## config.mk

```make
export PLATFORM = sky130hd
export DESIGN_NAME = fp_mat_serializer
export DESIGN_NICKNAME = d
export VERILOG_FILES = /design/src/rtl/fp_mat_pkg.sv /design/src/rtl/fp_mat_idx_counter.sv /design/src/rtl/fp_mat_serializer.sv
export SDC_FILE = /design/constraint.sdc
export NUM_CORES = 1
export LEC_CHECK = 0
export ABC_AREA = 1
export CAP_MARGIN = 0
export CORE_AREA = 5 5 404 406
export DETAILED_ROUTE_END_ITERATION = 8
export DIE_AREA = 0 0 409 411
export RECOVER_POWER = 25
export SLEW_MARGIN = 5
export SYNTH_ARGS = -nofsm -noshare
export SYNTH_HDL_FRONTEND = slang
export SYNTH_HIERARCHICAL = 1
export SYNTH_SLANG_ARGS = --single-unit
```

## constraint.sdc

```tcl
create_clock -name clk -period 148.9 [get_ports clk]
set_input_delay 29.78 -clock clk [delete_from_list [all_inputs] [get_ports clk]]
set_output_delay 29.78 -clock clk [all_outputs]
set_load 0.005 [all_outputs]
```

## src/rtl/fp_mat_pkg.sv

```systemverilog
// Shared definitions for the packed fixed-point matrix blocks: FSM encoding,
// index-width derivation and the element bit-offset helper.
package fp_mat_pkg;

  typedef enum logic [0:0] {
    StIdle   = 1'b0,
    StStream = 1'b1
  } state_e;

  // Index width that stays at least one bit even for a single-entry dimension.
  function automatic int unsigned idx_w(input int unsigned n);
    return (n <= 1) ? 1 : $clog2(n);
  endfunction

  // LSB of element (i,j) within a row-major packed matrix of `cols` columns.
  function automatic int unsigned elem_lsb(input int unsigned i, input int unsigned j,
                                           input int unsigned cols, input int unsigned dw);
    return dw * (i * cols + j);
  endfunction

endpackage

```

## src/rtl/fp_mat_idx_counter.sv

```systemverilog
// 2-D (row, col) index counter that walks a ROW x COL matrix in row-major or
// column-major order, wrapping at the true dimension.
module fp_mat_idx_counter
  import fp_mat_pkg::*;
#(
  parameter int unsigned ROW = 8,
  parameter int unsigned COL = 8,
  localparam int unsigned ROW_IDX_W = idx_w(ROW),
  localparam int unsigned COL_IDX_W = idx_w(COL)
) (
  input  logic                 clk,
  input  logic                 rst_n,
  input  logic                 clear,
  input  logic                 advance,
  input  logic                 col_major,
  output logic [ROW_IDX_W-1:0] row,
  output logic [COL_IDX_W-1:0] col,
  output logic                 at_last
);

  localparam logic [ROW_IDX_W-1:0] RowMax = ROW_IDX_W'(ROW - 1);
  localparam logic [COL_IDX_W-1:0] ColMax = COL_IDX_W'(COL - 1);

  logic [ROW_IDX_W-1:0] row_q, row_d;
  logic [COL_IDX_W-1:0] col_q, col_d;
  logic                 row_wrap, col_wrap;

  assign row_wrap = (row_q == RowMax);
  assign col_wrap = (col_q == ColMax);

  always_comb begin
    row_d = row_q;
    col_d = col_q;
    if (clear) begin
      row_d = '0;
      col_d = '0;
    end else if (advance) begin
      if (!col_major) begin
        col_d = col_wrap ? '0 : col_q + 1'b1;
        if (col_wrap) row_d = row_wrap ? '0 : row_q + 1'b1;
      end else begin
        row_d = row_wrap ? '0 : row_q + 1'b1;
        if (row_wrap) col_d = col_wrap ? '0 : col_q + 1'b1;
      end
    end
  end

  always_ff @(posedge clk) begin
    if (!rst_n) begin
      row_q <= '0;
      col_q <= '0;
    end else begin
      row_q <= row_d;
      col_q <= col_d;
    end
  end

  assign row     = row_q;
  assign col     = col_q;
  assign at_last = row_wrap && col_wrap;

endmodule

```

## src/rtl/fp_mat_serializer.sv

```systemverilog
// Captures one packed ROW x COL fixed-point matrix and streams it out one
// element per cycle with indices and a last flag.
module fp_mat_serializer
  import fp_mat_pkg::*;
#(
  parameter int unsigned DATA_WIDTH = 16,
  parameter int unsigned ROW = 8,
  parameter int unsigned COL = 8,
  localparam int unsigned ROW_IDX_W = idx_w(ROW),
  localparam int unsigned COL_IDX_W = idx_w(COL)
) (
  input  logic                           clk,
  input  logic                           rst_n,
  input  logic                           in_valid,
  output logic                           in_ready,
  input  logic [DATA_WIDTH*ROW*COL-1:0]  in_mat,
  input  logic                           in_col_major,
  output logic                           out_valid,
  input  logic                           out_ready,
  output logic [DATA_WIDTH-1:0]          out_data,
  output logic [ROW_IDX_W-1:0]           out_row,
  output logic [COL_IDX_W-1:0]           out_col,
  output logic                           out_last,
  output logic                           busy
);

  localparam int unsigned MatW = DATA_WIDTH * ROW * COL;

  state_e                state_q, state_d;
  logic [MatW-1:0]       mat_q;
  logic                  col_major_q;
  logic                  load, fire, at_last;
  logic [DATA_WIDTH-1:0] elem [ROW][COL];

  assign out_valid = (state_q == StStream);
  assign busy      = out_valid;
  assign fire      = out_valid && out_ready;
  assign out_last  = out_valid && at_last;
  // Accepting on the final handshake lets a new matrix follow with no bubble.
  assign in_ready  = rst_n && ((state_q == StIdle) || (fire && at_last));
  assign load      = in_valid && in_ready;

  always_comb begin
    state_d = state_q;
    if (load) begin
      state_d = StStream;
    end else if (fire && at_last) begin
      state_d = StIdle;
    end
  end

  always_ff @(posedge clk) begin
    if (!rst_n) begin
      state_q <= StIdle;
    end else begin
      state_q <= state_d;
    end
  end

  // Matrix storage is deliberately not reset; it is only read while streaming.
  always_ff @(posedge clk) begin
    if (load) begin
      mat_q       <= in_mat;
      col_major_q <= in_col_major;
    end
  end

  fp_mat_idx_counter #(
    .ROW (ROW),
    .COL (COL)
  ) u_idx_counter (
    .clk       (clk),
    .rst_n     (rst_n),
    .clear     (load),
    .advance   (fire),
    .col_major (col_major_q),
    .row       (out_row),
    .col       (out_col),
    .at_last   (at_last)
  );

  for (genvar gi = 0; gi < ROW; gi++) begin : g_row
    for (genvar gj = 0; gj < COL; gj++) begin : g_col
      assign elem[gi][gj] = mat_q[elem_lsb(gi, gj, COL, DATA_WIDTH) +: DATA_WIDTH];
    end
  end

  assign out_data = elem[out_row][out_col];

endmodule

```

; ---- Word-level counts from Yosys, hierarchy flattened
; Index checks and enable logic that the tools add are counted.
[totals]
register_bits = 1032
inputBits = 1029
elab_cells = 42
[classes]
n_addsub = 2
order_cmp = 2
n_eq_ne = 3
mux = 14
n_bitwise = 4
n_reduce_logical = 12
[op_table]
columns = operator, count
row1 = binary-select mux 128 bit (select 3 bit), 1
row2 = 2-to-1 mux 128 bit, 2
row3 = binary-select mux 16 bit (select 3 bit), 1
row4 = 2-to-1 mux 16 bit, 2
row5 = 2-to-1 mux 3 bit, 6
row6 = ">= comparator 4 bit, second input constant", 2
row7 = NOT 3 -> 4 bit, 2
row8 = "adder 3 x 1 -> 3 bit, second input constant", 2
row9 = "== test 3 bit, second input constant", 2
row10 = logical AND 1 bit, 6
row11 = AND reduction 2 bit, 2
row12 = nonzero test 2 bit, 2
row13 = 2-to-1 mux 1 bit, 2
row14 = "inequality test 2 x 1 -> 1 bit, second input constant", 1
row15 = NOT 1 bit, 2
row16 = OR reduction 2 bit, 1
row17 = logical OR 1 bit, 1

; ---- Logic depth before layout (Yosys ltp)
; Gate-level depths: netlist of the first run.
[depth]
ltp_word = 7
mapped_depth = 12
mapped_depth_nobuf = 11

; ---- Modules after synthesis
; Netlist of the first run, hierarchy kept.
[by_module_without_submodules]
columns = module, n_inst, cells_per_inst, area_per_inst_um2, seq_area_each_um2
row1 = fp_mat_serializer, 1, 3426, 41496.0, 30799.5
row2 = fp_mat_idx_counter, 1, 55, 354.1, 120.1

; ---- Least setup slack after synthesis of the first run
; Ideal clock, no wire load.
[synth_path]
path_type = input -> register
from = in out_ready
to = reg u_idx_counter.col_q[1] (netlist: u_idx_counter/col[1])
setup_ns = 0.170
arrival_time_ns = 107.998
setup_slack_ns = 40.732
path_stages = 7
n_path_buf = 0
path_cell_list = nand2_1 nand2_1 inv_1 nor3_1 nor2_1 nand2_1 nor2_1
[synth_between]
elab_chain_cells = 6
word_cells_on_any_way = 7
[synth_lines]
columns = item, line_no
row1 = start: declaration, fp_mat_serializer.sv:19  ; input logic out_ready,
row2 = logical AND 1 bit, fp_mat_serializer.sv:37  ; assign fire = out_valid && out_ready;
row3 = logical AND 1 bit, fp_mat_serializer.sv:40  ; assign in_ready = rst_n && ((state_q == StIdle) || (fire && at_last));
row4 = logical OR 1 bit, fp_mat_serializer.sv:40
row5 = logical AND 1 bit, fp_mat_serializer.sv:40
row6 = logical AND 1 bit, fp_mat_serializer.sv:41  ; assign load = in_valid && in_ready;
row7 = via load, fp_mat_serializer.sv:32  ; logic load, fire, at_last;
row8 = OR reduction 2 bit (no source line), -
row9 = end signal: assignment, fp_mat_idx_counter.sv:54  ; col_q <= col_d;
row10 = end: declaration, fp_mat_idx_counter.sv:25  ; logic [COL_IDX_W-1:0] col_q, col_d;
; The timed path passes the listed nets, and every way through them passes these cells.
; A chain may end at the register's enable or synchronous reset.

; ---- Worst setup path after layout of the first run
[layout_path]
from = in out_ready
to = out in_ready
[layout_between]
elab_chain_cells = 4
[layout_lines]
columns = item, line_no
row1 = logical AND 1 bit, fp_mat_serializer.sv:37
row2 = logical AND 1 bit, fp_mat_serializer.sv:40
row3 = logical OR 1 bit, fp_mat_serializer.sv:40
row4 = logical AND 1 bit, fp_mat_serializer.sv:40
row5 = end: declaration, fp_mat_serializer.sv:15  ; output logic in_ready,
; No other way between the ends.

==> run metrics, run 1 <==
status=completed; largest net degree at the start of global routing=about 230; TritonCTS buffer count=roughly 110; hold endpoint=u_idx_counter/col[2]; most used routing layer in global routing=met2; # H-tree levels=3; DRC=0; Flop pwr share=49.5%; # Post-CTS Setup Buffers=0; setup TNS=0 ns; PortBufs=about 1,100; Total Power=between 0.6 and 0.7 mW; crit-path max FO=2; syn_area_per_cell=12.0 um2; r2r setup slk=141.89 ns; Setup crit end kind=primary output; worst skew pair latency=between 0.7 and 0.8 ns; ys flop type=edfxtp_1; FFs w/ async S/R, synth=0%; Switching Fraction=between 20% and 30%; Synth Area in Simple Gates=22.3%; Layout area overhead=38.2%; # setup viols final=0; pwr dens=11.7 nW/um2; worst hold path class=reg2reg; Pre-antenna DRT Iters=6; top-count cell post-synth=nand2_1; CP Data Required Time=119.12 ns; DRT iter0 DRCs=3,428; Fmax achieved=~16 MHz; Hold Path Cell Cnt=2; top cell family by delay on the critical path=buffers and inverters; Pint=between 0.5 and 0.6 mW; clock power share=roughly two fifths; delay of the slowest critical-path stage=around 0.51 ns; Crit path buffers/inverters=3; fin crit period=60.89 ns; measured slew at the worst slew-check pin=roughly 1.3 ns; Synth Area in Compound Gates=less than 1%; post-synthesis mux area share=0%; Overflow after GRT=0; Post-Synth Adder-Cell Area=less than 1%; cells along the critical path=clkdlybuf4s50_1 > nand2_1 > nand2_1 > inv_1 > nor2_1 > clkdlybuf4s50_1; Finished Layout Cells=just under 7,000; post-synthesis xor/xnor area fraction=0%; combinational power share=about a tenth; most instantiated cells after synthesis=nand2_1 (1,312), edfxtp_1 (1,025), nand3_1 (868); Setup CP Type=in2out; GRT Overall Usage=between 20 and 25%; critical path's slowest cell=clkdlybuf4s50_1; Slew Viols, Final=0; # nets final=5,499; sequential cell area fraction in the yosys report=roughly three quarters; Clock Pin Slew Worst Setup and Hold Paths=0.06 ns; Die W=around 410 um; Avg WL per Cell=roughly 26 um; clock buffer depth=3; area of the multi-input gates=9420 um2; Synth cell types=20; reg2reg start=u_idx_counter/row[0]; clk sinks=between 1,000 and 1,500; vias in the first global route=between 30,000 and 40,000; first-pass GRT wire length=roughly 240,000 um; grt met3 use=under 10%; initial antenna violation count=~140; total number of vias=31,608; dpl cells=about 6,400; Yosys reg bits=~1,000; Starting Density=between 20% and 30%; top cells by area, synth=edfxtp_1 (74%), nand2_1 (12%), nand3_1 (10%), buf_2 (1.4%), buf_6 (1.3%); RSZ-0062 raised after global routing=no; peak supply drop=between 0.009 and 0.01 mV; Hold Worst Slack=0.542 ns; CTS tree=yes; CTS Hold Bufs=0; LEAKAGE=approximately 21 nW; Final Core Density=between 30% and 40%; path depth of the worst reg2reg path=15; switching pwr=~0.16 mW; Yosys top cell area share=about three quarters; full die area=168,000 um2; Yosys top cell by area=edfxtp_1; main combinational cell family by area after synthesis=simple AND/OR/NAND/NOR gates; GRT met1 Usage=between 20% and 30%; clk root buf=clkbuf_16; CORE AREA=about 160,000 um2; drt total wl=~180,000 um; met2 Track Usage GR=33.0%; filler cell count=15,655; RePlAce Congestion=~0.89; post-synthesis net count=around 4,500; row cnt=between 100 and 150; Hold Vio Cnt, Final=0; register area=a little over 30,000 um2; hold wc startpoint=u_idx_counter/col[2]; Die Y=between 400 and 500 um; clk_skew=0.0514 ns; startpoint types=input port; Post-CTS Resized=0; layout cells sized above 1=roughly 4.6%; max-cap violation count=0; Post-synth EDFFs=just over 1,000; post-synthesis cell area=between 40,000 and 50,000 um2; Period Utilization, post-route=40.9%; reg-to-reg critical path endpoint=mat_q[379]; Worst EP arrival=a little over 30 ns; Post-Syn Instances=approximately 3,500; Post-DP HPWL=around 130,000 um; vias per inst=4.70; num ports=approximately 1,100; Slew HR=13.7%; synth warn=6; Routed Antenna Nets=0
## cell type report
class / count / share of cell area, %
Clock inverter: 65 / 1.06
Inverter: 21 / 0.208
Tap cell: 2086 / 4.51
Clock buffer: 148 / 5.28
Sequential cell: 1032 / 53.5
Antenna cell: 73 / 0.316
Timing Repair Buffer: 1091 / 18.9
Multi-Input combinational cell: 2206 / 16.3
## routing by layer
metal  up-vias  wire (um)
li1      14304          -
met1     15402      70100
met2      1497      84600
met3       365      14400
met4        40       7830
met5         -        227
## through the flow
step	worst slack [ns]	area, um2
after detailed placement	88.03	54000
final	88.01	57800
after floorplan	40.73	41900
after global routing	87.99	57800
after global placement	87.94	54000
after CTS	88.03	57700
## flip-flops by register name (all words and copies together), names as in the netlist
name               flops
mat_q               1024
busy                   1
col_major_q            1
u_idx_counter/row      3
u_idx_counter/col      3
## how the worst max path moves through the flow
stage / start / to / slack [ns] / depth (start not counted)
final: out_ready / in_ready / 88.01 / 6
after global routing: out_ready / in_ready / 87.99 / 6
after CTS: out_ready / in_ready / 88.03 / 6
after detailed placement: out_ready / in_ready / 88.03 / 6
after global placement: out_ready / in_ready / 87.94 / 6
after floorplan: out_ready / u_idx_counter/col[1] / 40.73 / 7
## placed cells by master, fill, tap and decap left out, types with 29 or more instances in the layout
master / netlist / final
clkdlybuf4s50_1: 0 / 534
buf_4: 19 / 31
clkbuf_1: 14 / 29
dlygate4sd3_1: 0 / 520
nand3_1: 868 / 868
clkbuf_16: 0 / 116
nand2_1: 1312 / 1312
edfxtp_1: 1025 / 1025
diode_2: 0 / 73
## power groups by stage
stage / clock network, mW / registers [mW] / logic (mW)
global placement: 0 / 0.342 / 0.0671
floorplan: 0 / 0.371 / 0.0224
detailed placement: 0 / 0.342 / 0.0678
CTS: 0.286 / 0.336 / 0.0681
global route: 0.298 / 0.337 / 0.0690
finish: 0.279 / 0.336 / 0.0644
## cell families (layout without fill, tap and decap cells)
group | count (synthesis) | after routing
AND/OR/NAND/NOR | 2199 | 2199
flip-flops | 1032 | 1032
buffers and inverters | 243 | 1325
adder cells (fa/ha/maj) | 4 | 4
AO/OA/AOI/OAI | 3 | 3
other | 0 | 73
## worst reg2reg max path, cell delays in order (launching register included)
cell     delay [ns]
dfxtp_4        0.42
buf_4          0.46
buf_12         0.51
ha_1           0.33
ha_1           0.20
nand2_1        0.07
inv_1          0.11
nand2_1        0.06
nand2_1        0.09
inv_1          0.08
nor3_2         0.15
buf_4          0.66
buf_12         0.72
buf_4          0.99
buf_12         0.54
buf_4          1.19
No activity file was read; power rests on OpenSTA's default activity.
==> run 2, diff against run 1 <==
- clock period: 148.9 -> 62 ns (I/O delays scaled with it)
==> run metrics, run 2 (synthesized netlist as in run 1, its figures left out) <==
Overflow after GRT=0; CTS tree=yes; Starting Density=a little over a quarter; Top reg by flops=mat_q; Hold Worst Slack=0.556 ns; startpoint types=input port; Routed Antenna Nets=0; clk sinks=just over 1,000; Avg WL per Cell=approximately 26 um; most common cell after layout, fill and taps aside=nand2_1; DRT iter0 DRCs=around 3,500; Slew Viols, Final=0; status=completed; Clock Pin Slew Worst Setup and Hold Paths=roughly 0.06 ns; total number of vias=about 32,000; clock buffer depth=3; # H-tree levels=3; TritonCTS buffer count=between 100 and 150; Largest register FFs=approximately 1,000; measured slew at the worst slew-check pin=1.07 ns; Die W=between 400 and 500 um; peak supply drop=0.0247 mV; GRT Overall Usage=approximately a fifth; Fmax achieved=about 38 MHz; DRC=0; largest net degree at the start of global routing=184; Die Y=411 um; initial antenna violation count=~140; pwr dens=about 28 nW/um2; num ports=between 1,000 and 1,500; Total Power=1.65 mW; crit-path max FO=2; # nets final=around 5,500; r2r setup slk=55.48 ns; most frequent cells in the layout=nand2_1 (1,312), edfxtp_1 (1,025), nand3_1 (868); Slew HR=between 20% and 30%; worst hold path class=reg2reg; Post-CTS Resized=0; Setup CP Type=in2out; CORE AREA=between 150,000 and 200,000 um2; full die area=between 150,000 and 200,000 um2; PortBufs=1,054; Layout area overhead=38.3%; dpl cell area=~54,000 um2; filler cell count=roughly 16,000; LEAKAGE=20.8 nW; Worst EP arrival=13.72 ns; fin crit period=~26 ns; Pre-antenna DRT Iters=6; # setup viols final=0; vias per inst=approximately 4.7; Setup crit end kind=primary output; RSZ-0062 raised after global routing=no; RePlAce Congestion=about 0.91; layout cells sized above 1=between 4 and 5%; # Post-CTS Setup Buffers=0; row cnt=between 100 and 150; Hold Vio Cnt, Final=0; Post-Layout Inst Area=between 50,000 and 60,000 um2; CTS Hold Bufs=0; CP Data Required Time=approximately 50 ns; max-cap violation count=0; setup TNS=0 ns; Period Utilization, post-route=between 40 and 50%; Post-DP HPWL=130,000 um; worst skew pair latency=~0.72 ns; clk root buf=clkbuf_16; clk_skew=about 0.057 ns; drt total wl=176,000 um; first-pass GRT wire length=between 200,000 and 250,000 um; vias in the first global route=around 31,000
==> run 2: changes by cell type in the layout (fill, tap and decap cells not counted), moves of 2 or more <==
cell,change
clkinv_1,+2
clkbuf_1,-5
clkbuf_8,-3
diode_2,-8
clkbuf_16,-2
clkinv_4,+3
bufinv_16,+5
==> run 2: worst paths after layout <==
path	to	from	cells after the start
setup / recovery	in_ready	out_ready	6
hold / removal	busy	busy	2
setup reg to reg	mat_q[54]	u_idx_counter/col[0]	14
hold reg to reg	busy	busy	2
==> run 2: worst max-delay path, stage by stage <==
cell and delay, ns:
clkdlybuf4s50_1 0.48, nand2_1 0.06, nand2_1 0.08, inv_1 0.08, nor2_1 0.12, clkdlybuf4s50_1 0.51
==> run 2: final cells by class <==
class                      instances  area, um2  area share, %
timing repair buffer            1091      10900           18.8
tap                             2086       2610           4.51
antenna                           65        163          0.281
inverter                          21        120          0.208
multi-input combinational       2206       9430           16.3
sequential                      1032      30900           53.4
clock inverter                    74        797           1.38
clock buffer                     138       2940           5.08
==> run 2: metrics by stage <==
stage	cells	setup slack, ns	utilization [%]
floorplan	3481	4.96	-
global placement	6436	35.76	33.9
detailed placement	6436	35.88	33.9
CTS	6648	35.88	36.2
global route	6686	35.79	36.3
finish	6713	35.88	36.3
==> run 2: metal layers <==
| layer | track usage, % | share of wire [%] |
|---|---|---|
| met1 | 24.9 | 40 |
| met2 | 33.8 | 49 |
| met4 | 6.72 | 3.3 |
| met5 | 0 | 0.17 |
| met3 | 4.76 | 7.7 |
==> run 2: where the power goes <==
group / switching, mW / total, mW / internal [mW] / leakage, nW
Clock: 0.291 / 0.684 / 0.393 / 1.81
Combinational: 0.0835 / 0.154 / 0.0710 / 9.43
Sequential: 0.00859 / 0.808 / 0.800 / 9.55
